`config.mk`:
```
export PLATFORM = sky130hd
export DESIGN_NAME = div_ctrl
export DESIGN_NICKNAME = d
export VERILOG_FILES = /design/src/rtl/div_ctrl.sv
export SDC_FILE = /design/constraint.sdc
export NUM_CORES = 1
export LEC_CHECK = 0
export CAP_MARGIN = 15
export CORE_ASPECT_RATIO = 1.75
export CORE_MARGIN = 5
export CORE_UTILIZATION = 50
export DETAILED_ROUTE_END_ITERATION = 7
export GPL_TIMING_DRIVEN = 0
export PLACE_DENSITY = 0.75
export SYNTH_ARGS = -nofsm -noshare
export SYNTH_HDL_FRONTEND = slang
export SYNTH_SLANG_ARGS = --single-unit
```
`constraint.sdc`:
```
create_clock -name clk -period 8 [get_ports clk]
set_input_delay 1.6 -clock clk [delete_from_list [all_inputs] [get_ports clk]]
set_output_delay 1.6 -clock clk [all_outputs]
set_load 0.005 [all_outputs]
```
`src/rtl/div_ctrl.sv`:
```
// div_ctrl: multi-cycle radix-2 restoring divider for DIV/DIVU.
// Produces {remainder, quotient} for the HI/LO write path, holds a stall
// request while the result is pending, and abandons work on a pipeline flush.
module div_ctrl #(
    parameter int unsigned WIDTH = 32
) (
    input  logic               clk,
    input  logic               rst,
    input  logic               start_i,
    input  logic               annul_i,
    input  logic               signed_i,
    input  logic [WIDTH-1:0]   op1_i,
    input  logic [WIDTH-1:0]   op2_i,
    output logic [2*WIDTH-1:0] result_o,
    output logic               ready_o,
    output logic               stallreq_o
);

    localparam int unsigned CNT_W = (WIDTH > 1) ? $clog2(WIDTH) : 1;

    typedef enum logic [1:0] {
        IDLE,
        DIVZERO,
        BUSY,
        DONE
    } state_t;

    state_t state, state_n;

    // Dividend register doubles as the quotient: bits shift out the top
    // while quotient bits shift in at the bottom.
    logic [WIDTH-1:0] dividend;
    logic [WIDTH-1:0] divisor;
    logic [WIDTH-1:0] rem;
    logic [CNT_W-1:0] cnt;
    logic             sgn_op;
    logic             op1_neg;
    logic             sign_diff;

    logic             accept;
    logic             last_step;
    logic [WIDTH:0]   rem_sh;
    logic [WIDTH:0]   rem_sub;
    logic             q_bit;
    logic [WIDTH-1:0] rem_n;
    logic [WIDTH-1:0] quo_n;
    logic [WIDTH-1:0] quo_fix;
    logic [WIDTH-1:0] rem_fix;
    logic [WIDTH-1:0] abs1;
    logic [WIDTH-1:0] abs2;

    assign accept     = start_i && !annul_i;
    assign last_step  = (cnt == CNT_W'(WIDTH - 1));
    assign stallreq_o = start_i && !ready_o;

    // Operand magnitudes at accept and one restoring step with sign fix-up.
    always_comb begin
        abs1    = (signed_i && op1_i[WIDTH-1]) ? -op1_i : op1_i;
        abs2    = (signed_i && op2_i[WIDTH-1]) ? -op2_i : op2_i;
        rem_sh  = {rem, dividend[WIDTH-1]};
        rem_sub = rem_sh - {1'b0, divisor};
        q_bit   = (rem_sh >= {1'b0, divisor});
        rem_n   = q_bit ? rem_sub[WIDTH-1:0] : rem_sh[WIDTH-1:0];
        quo_n   = {dividend[WIDTH-2:0], q_bit};
        quo_fix = (sgn_op && sign_diff) ? -quo_n : quo_n;
        rem_fix = (sgn_op && op1_neg)   ? -rem_n : rem_n;
    end

    // State register.
    always_ff @(posedge clk) begin
        if (rst) state <= IDLE;
        else     state <= state_n;
    end

    // Next-state logic; a flush overrides every other transition.
    always_comb begin
        state_n = state;
        case (state)
            IDLE:    if (accept) state_n = (op2_i == '0) ? DIVZERO : BUSY;
            DIVZERO: state_n = DONE;
            BUSY:    if (last_step) state_n = DONE;
            DONE:    if (!start_i) state_n = IDLE;
            default: state_n = IDLE;
        endcase
        if (annul_i) state_n = IDLE;
    end

    // Datapath and registered outputs.
    always_ff @(posedge clk) begin
        if (rst) begin
            dividend  <= '0;
            divisor   <= '0;
            rem       <= '0;
            cnt       <= '0;
            sgn_op    <= 1'b0;
            op1_neg   <= 1'b0;
            sign_diff <= 1'b0;
            result_o  <= '0;
            ready_o   <= 1'b0;
        end else if (annul_i) begin
            cnt      <= '0;
            result_o <= '0;
            ready_o  <= 1'b0;
        end else begin
            case (state)
                IDLE: begin
                    result_o <= '0;
                    ready_o  <= 1'b0;
                    if (start_i && op2_i != '0) begin
                        dividend  <= abs1;
                        divisor   <= abs2;
                        rem       <= '0;
                        cnt       <= '0;
                        sgn_op    <= signed_i;
                        op1_neg   <= op1_i[WIDTH-1];
                        sign_diff <= op1_i[WIDTH-1] ^ op2_i[WIDTH-1];
                    end
                end
                DIVZERO: begin
                    result_o <= '0;
                    ready_o  <= 1'b1;
                end
                BUSY: begin
                    dividend <= quo_n;
                    rem      <= rem_n;
                    cnt      <= cnt + CNT_W'(1);
                    if (last_step) begin
                        result_o <= {rem_fix, quo_fix};
                        ready_o  <= 1'b1;
                    end
                end
                DONE: begin
                    if (!start_i) begin
                        result_o <= '0;
                        ready_o  <= 1'b0;
                    end
                end
                default: begin
                    result_o <= '0;
                    ready_o  <= 1'b0;
                end
            endcase
        end
    end

endmodule

```
==> results of run 1 <==
-- synthesized netlist by cell type, types with 5 or more instances --
cell type | instances | area [um^2]
or4_1 | 17 | 128
clkbuf_1 | 73 | 274
buf_4 | 6 | 45.0
nand2b_1 | 14 | 87.6
o211ai_1 | 25 | 188
o31a_1 | 7 | 61.3
a21o_1 | 18 | 135
a22oi_1 | 40 | 300
dfxtp_1 | 171 | 3420
nand4_1 | 13 | 81.3
nand2_1 | 230 | 863
a31oi_1 | 11 | 68.8
nand3_1 | 35 | 175
a21oi_1 | 147 | 736
and2_1 | 15 | 93.8
nor2_1 | 178 | 668
buf_1 | 5 | 18.8
nor4_1 | 19 | 119
o41ai_1 | 8 | 70.1
nor3_1 | 43 | 215
buf_2 | 11 | 55.1
ha_1 | 42 | 526
o21a_1 | 10 | 75.1
a211oi_1 | 39 | 293
mux2i_1 | 15 | 150
inv_1 | 51 | 191
o21ai_1 | 8 | 40.0
xor2_1 | 61 | 534
and3_1 | 10 | 62.6
a32oi_1 | 6 | 52.6
o31ai_1 | 17 | 128
o21ai_0 | 75 | 375
xnor2_1 | 69 | 604
or3_1 | 21 | 131
-- worst paths after layout --
kind	start	endpoint	slack [ns]	cells after the start
max	rem[15]$_SDFFE_PP0P_	result_o[30]$_SDFFE_PP0P_	2.22	20
min	result_o[60]$_SDFFE_PP0P_	result_o[60]$_SDFFE_PP0P_	0.45	2
max reg2reg	rem[15]$_SDFFE_PP0P_	result_o[30]$_SDFFE_PP0P_	2.22	20
min reg2reg	result_o[60]$_SDFFE_PP0P_	result_o[60]$_SDFFE_PP0P_	0.45	2
-- sequential cells by signal (all words and copies together) (netlist names) --
signal     flops
result_o      64
dividend      32
divisor       32
rem           32
cnt            5
state          2
op1_neg        1
ready_o        1
sgn_op         1
sign_diff      1
-- cell type report --
type | instances | share of cell area
Buffer | 104 | 0.0348
Clock buffer | 22 | 0.0337
Clock inverter | 9 | 0.00776
Inverter | 52 | 0.0138
Multi-Input combinational cell | 1293 | 0.552
Sequential cell | 171 | 0.238
Tap cell | 308 | 0.0268
Timing Repair Buffer | 133 | 0.0927
-- stage by stage --
stage          instances  utilization  hold slack [ns]
2_1_floorplan       1620            -            0.442
3_3_place_gp        2061        0.577            0.440
3_5_place_dp        2061        0.577            0.444
4_1_cts             2092        0.602            0.452
5_1_grt             2092        0.602            0.484
6_report            2092        0.602            0.448
-- layer usage --
metal | vias to the layer above | GRT usage
met2 | 448 | 0.559
met4 | 0 | 0.263
met3 | 199 | 0.0455
met5 | - | 0
met1 | 5956 | 0.297
li1 | 6105 | -
-- report_power, final --
part           switching (mW)  internal [mW]  leakage [nW]
clock                   0.359          0.491         0.289
combinational           0.392          0.221          3.62
sequential             0.0298          0.881          1.39
total                   0.781           1.59          5.30
-- worst max-delay path, stage by stage, from the launching register on --
cell and delay [ns]:
dfxtp_1 0.48, ha_1 0.29, buf_2 0.17, a21oi_1 0.22, o21ai_0 0.21, a21o_1 0.25, a211oi_2 0.41, nand3_4 0.20
inv_4 0.18, buf_4 0.25, clkbuf_8 0.22, clkbuf_1 0.51, ha_1 0.33, and2_1 0.28, a21o_1 0.24, o21ai_0 0.28
a211oi_1 0.52, o21ai_0 0.19, xor2_1 0.18, a22oi_1 0.16, nor2_1 0.05
-- kinds of logic (layout without fill, tap and decap cells) --
group / count (synthesis) / in the layout
compound gates: 468 / 468
simple gates: 635 / 635
mux: 17 / 17
xor+xnor: 130 / 130
fa+ha+maj: 43 / 43
buf+inv: 156 / 320
flops: 171 / 171
-- layout by cell type (no fill, tap or decap), types with 17 or more instances in the layout --
| cell | count |
|---|---|
| nor4_1 | 19 |
| or4_1 | 17 |
| clkbuf_16 | 17 |
| xor2_1 | 61 |
| a21o_1 | 18 |
| a22oi_1 | 40 |
| nor3_1 | 43 |
| nand2_1 | 230 |
| dfxtp_1 | 171 |
| ha_1 | 42 |
| a21oi_1 | 147 |
| inv_1 | 51 |
| clkbuf_1 | 74 |
| nor2_1 | 178 |
| o31ai_1 | 17 |
| xnor2_1 | 69 |
| a211oi_1 | 39 |
| nand3_1 | 35 |
| or3_1 | 21 |
| clkdlybuf4s50_1 | 133 |
| o211ai_1 | 25 |
| o21ai_0 | 75 |
==> run summary, run 1 <==
Drt total wl - 42700 um
Port Buffers - 133
Design area - 0.0144 mm^2
Multi-input gate area in the final layout - 0.00793 mm^2
Mux cell area share after synthesis - 0.0143
Final Critical Period - 5.78 ns
Worst setup EP type - register
Worst IR Drop VDD - 0.152 mV
Die height - 215 um
RSZ-0062 raised after global routing - no
Grt total ovfl - 0
Synthesis-to-layout area growth - 19.2%
Final setup viols - 0
Met1 WL - 14700 um
DR DRC count - 0
DR WL met2 - 22100 um
First-pass GRT wire length - 66300 um
Vias in the first global route - 12612
Largest family of logic cells by synthesized area - compound AO/OA/AOI/OAI gates
Crit path DAT - 6.12 ns
Critical path class - register to register
Root Driver - clkbuf_16
Initial DRC count - 822
Worst slew pin tran - 1.16 ns
WL met3 - 1820 um
CTS Buffer Depth - 2
# IOs - 135
Final ANT Viol Nets - 0
Layout cell share with drive strength beyond 1 - 0.0521
Critical Path Source Type - register
Max Freq - 173 MHz
DP HPWL - 34400 um
# rows - 75
Place WS - 1.99 ns
Adder-cell share of the synthesized area - 0.0453
Synth Instances - 1620
Routability congestion estimate from global placement - 0.993
Initial antenna violation count - 0
Fin. max-slew vios - 0
Number of H-tree levels - 4
Synth Area in Compound Gates - 0.255
CTS tree - done
Power per standard cell area - 165 mW/mm^2
Syn. warnings - 0
Total power - 2.37 mW
Via Count - 12708
Hold Buf Count CTS - 0
Largest net degree at the start of global routing - 17
Post-synth top flop - dfxtp_1
Async S/R FF share, synth - 0
CORE AREA - 0.0238 mm^2
# nets final - 1884
Post-Route Skew - 0.00912 ns
Top routing layer in use - met4
Drt pass-1 iters - 5
Synth Area in XOR/XNOR - 0.0945
Final worst path period share - 0.723
Total CTS buffers - 17
Max transition margin - 0.228
Distinct cell type count after synthesis - 91
Hold Crit Class - register to register
Gr usage total - 0.308
Syn avg cell area - 7.44 um^2
Chip width - 127 um
Dpl cell area - 0.0138 mm^2
Clk slew on worst S/H paths - 0.07 ns
DR WL/cell - 20.4 um
Cell Area, Synth - 0.0120 mm^2
Seq/Total Area, Yosys - 0.284
N_diodes - 0
Vias per Instance - 6.07
Number of synthesized flops with an enable pin - 0
Post-synthesis simple-gate area fraction - 0.249
Synthesis-stage register bit count - 171
Insertion delay to the later sink of the worst-skew pair - 0.46 ns
# resized after CTS - 0
Initial Util - 0.505
Outcome - finished clean
Layout fillers - 2338
Mapped Nets - 1732
LEAKAGE - 5.30 nW
CTS Sinks - 171
Final hold vios - 0
Number of max-cap violations - 0
Die area - 0.0274 mm^2
Required time worst endpoint - 8.34 ns
CP max FO - 10
FF+latch area - 0.00342 mm^2
Setup_tns - 0 ns
Fin worst setup slack - 2.22 ns
Post-CTS Setup Inserts - 0
No activity file was read; power rests on OpenSTA's default activity.
==> run 2, diff against run 1 <==
- clock period: 8 -> 6 ns (I/O delays scaled with it)
==> run 2 against run 1 <==
Compared with the run above: combinational power increased by 33%; worst setup slack lost 1.8 ns; total power rose by 33%; via count about the same; fmax increased by 3.9%; non-clock buffer count shrank 1.
==> run summary, run 2 (synthesis gave the netlist of run 1 again) <==
Outcome - finished clean
Worst R2R Path Depth - 20 (unchanged)
Number of H-tree levels - 4 (unchanged)
Routability congestion estimate from global placement - 0.993 (unchanged)
Drt total wl - 42500 um (-0.37%)
# nets final - 1883 (-0.053%)
Critical Path Source Type - register
Multi-input gate area in the final layout - 0.00793 mm^2 (unchanged)
First-pass GRT wire length - 66300 um (unchanged)
CP max FO - 10 (unchanged)
Max Freq - 180 MHz (+3.9%)
Synthesis-to-layout area growth - 19.2% (about the same)
N_diodes - 0 (unchanged)
Port Buffers - 133 (unchanged)
Vias per Instance - 6.08 (about the same)
Initial Util - 0.505 (unchanged)
# resized after CTS - 0 (unchanged)
Hold Buf Count CTS - 0 (unchanged)
Fin. max-slew vios - 0 (unchanged)
Vias in the first global route - 12612 (unchanged)
Post-CTS Setup Inserts - 0 (unchanged)
Clock share of power - 0.358 (about the same)
Power per standard cell area - 220 mW/mm^2 (+33%)
Grt total ovfl - 0 (unchanged)
Drt pass-1 iters - 5 (unchanged)
Number of max-cap violations - 0 (unchanged)
Die area - 0.0274 mm^2 (unchanged)
RSZ-0062 raised after global routing - no
Crit path DAT - 5.90 ns (-0.22 ns)
Insertion delay to the later sink of the worst-skew pair - 0.46 ns (about the same)
Root Driver - clkbuf_16
Die height - 215 um (unchanged)
Required time worst endpoint - 6.34 ns (-2.00 ns)
Int Pwr - 2.12 mW (+33%)
Final ANT Viol Nets - 0 (unchanged)
Layout fillers - 2337 (-0.043%)
Initial antenna violation count - 0 (unchanged)
Layout cell share with drive strength beyond 1 - 0.0522 (about the same)
Gr usage total - 0.308 (unchanged)
DR WL/cell - 20.3 um (-0.32%)
CTS tree - done
Via Count - 12707 (-0.0079%)
Clk slew on worst S/H paths - 0.06 ns (about the same)
Initial DRC count - 780 (-5.1%)
Final core occ - 0.602 (about the same)
Setup_tns - 0 ns (unchanged)
Hold Crit Class - register to register
Worst setup EP type - register
CTS Sinks - 171 (unchanged)
Final setup viols - 0 (unchanged)
# IOs - 135 (unchanged)
Switching part of the total - 0.328 (-0.00123)
Commonest non-fill, non-tap cell in the layout - nand2_1
Worst slew pin tran - 1.14 ns (-0.0137 ns)
Final Critical Period - 5.57 ns (-0.215 ns)
Chip width - 127 um (unchanged)
Max reg flops - 64 (unchanged)
Worst Hold Depth - 2 (unchanged)
Post-Route Skew - 0.00853 ns (-0.000589 ns)
DR DRC count - 0 (unchanged)
Final hold vios - 0 (unchanged)
Final worst path period share - 0.928 (+0.205)
Top reg by flops - result_o
DP HPWL - 34400 um (unchanged)
FF+latch area - 0.00342 mm^2 (unchanged)
Share of total power in sequential cells - 0.384 (about the same)
CTS Buffer Depth - 2 (unchanged)
LEAKAGE - 5.30 nW (about the same)
Max transition margin - 0.237 (+0.00915)
Total CTS buffers - 17 (unchanged)
Psw - 1.04 mW (+33%)
Most frequent cells in the layout - nand2_1, nor2_1, dfxtp_1
Final Hold Slack - 0.448 ns (-0.0000690 ns)
Critical path class - register to register
CORE AREA - 0.0238 mm^2 (unchanged)
Largest net degree at the start of global routing - 17 (unchanged)
Worst IR Drop VDD - 0.202 mV (+33%)
Logic gate share of total power - 0.258 (about the same)
# rows - 75 (unchanged)
run 2: changes by cell type in the layout (fill, tap and decap cells not counted):
cell and change:
clkbuf_1 -1
run 2: metal layers:
metal | vias to the layer above | wire (um) | global-route usage
met2 | 472 | 21900 | 0.559
met5 | - | 0 | 0
met3 | 198 | 2090 | 0.0455
met4 | 0 | 4100 | 0.263
li1 | 6098 | - | -
met1 | 5939 | 14400 | 0.297
run 2: layout make-up:
class / count / share of cell area
clock buffers: 22 / 0.0337
well taps: 308 / 0.0268
repair buffers: 133 / 0.0927
inverters: 52 / 0.0138
clock inverters: 9 / 0.00776
multi-input cells: 1293 / 0.552
flip-flops and latches: 171 / 0.238
plain buffers: 103 / 0.0345
run 2: worst paths after layout:
| path | from | endpoint | slack [ns] |
|---|---|---|---|
| setup / recovery | divisor[19]$_SDFFE_PP0P_ | result_o[60]$_SDFFE_PP0P_ | 0.43 |
| hold / removal | result_o[60]$_SDFFE_PP0P_ | result_o[60]$_SDFFE_PP0P_ | 0.45 |
| setup reg to reg | divisor[19]$_SDFFE_PP0P_ | result_o[60]$_SDFFE_PP0P_ | 0.43 |
| hold reg to reg | result_o[60]$_SDFFE_PP0P_ | result_o[60]$_SDFFE_PP0P_ | 0.45 |
run 2: power groups by stage:
stage / clock [mW] / combinational [mW] / sequential, mW
floorplan: 0 / 0.539 / 1.23
global placement: 0 / 0.792 / 1.24
detailed placement: 0 / 0.799 / 1.24
CTS: 1.14 / 0.805 / 1.21
global route: 1.18 / 0.886 / 1.22
finish: 1.13 / 0.815 / 1.21
run 2: critical path: stages (launching register included):
cell	delay, ns
dfxtp_1	0.33
inv_1	0.09
ha_1	0.29
clkbuf_1	0.31
nand2_1	0.18
or4_1	0.51
nor3_2	0.22
o211ai_2	0.21
nand3_4	0.21
clkbuf_8	0.19
buf_4	0.22
buf_2	0.33
mux2i_1	0.33
ha_1	0.35
nand2_1	0.08
or4_4	0.45
o31a_1	0.30
nor4_4	0.43
a31oi_1	0.17
xor2_1	0.17
o21ai_1	0.07
run 2: stage by stage:
step | setup WS, ns | cells | area [um^2] | power [mW]
after global routing | 0.0621 | 2091 | 14400 | 3.29
after floorplan | 1.52 | 1620 | 12000 | 1.76
after global placement | 0.286 | 2061 | 13800 | 2.03
after CTS | 0.269 | 2092 | 14400 | 3.16
final | 0.433 | 2091 | 14400 | 3.16
after detailed placement | 0.307 | 2061 | 13800 | 2.04
==> run 3, diff against run 2 <==
- CTS_CLUSTER_DIAMETER: unset -> 150
==> results of run 3 <==
Same layout as run 2: the final DEF is identical, and so are final timing and power.
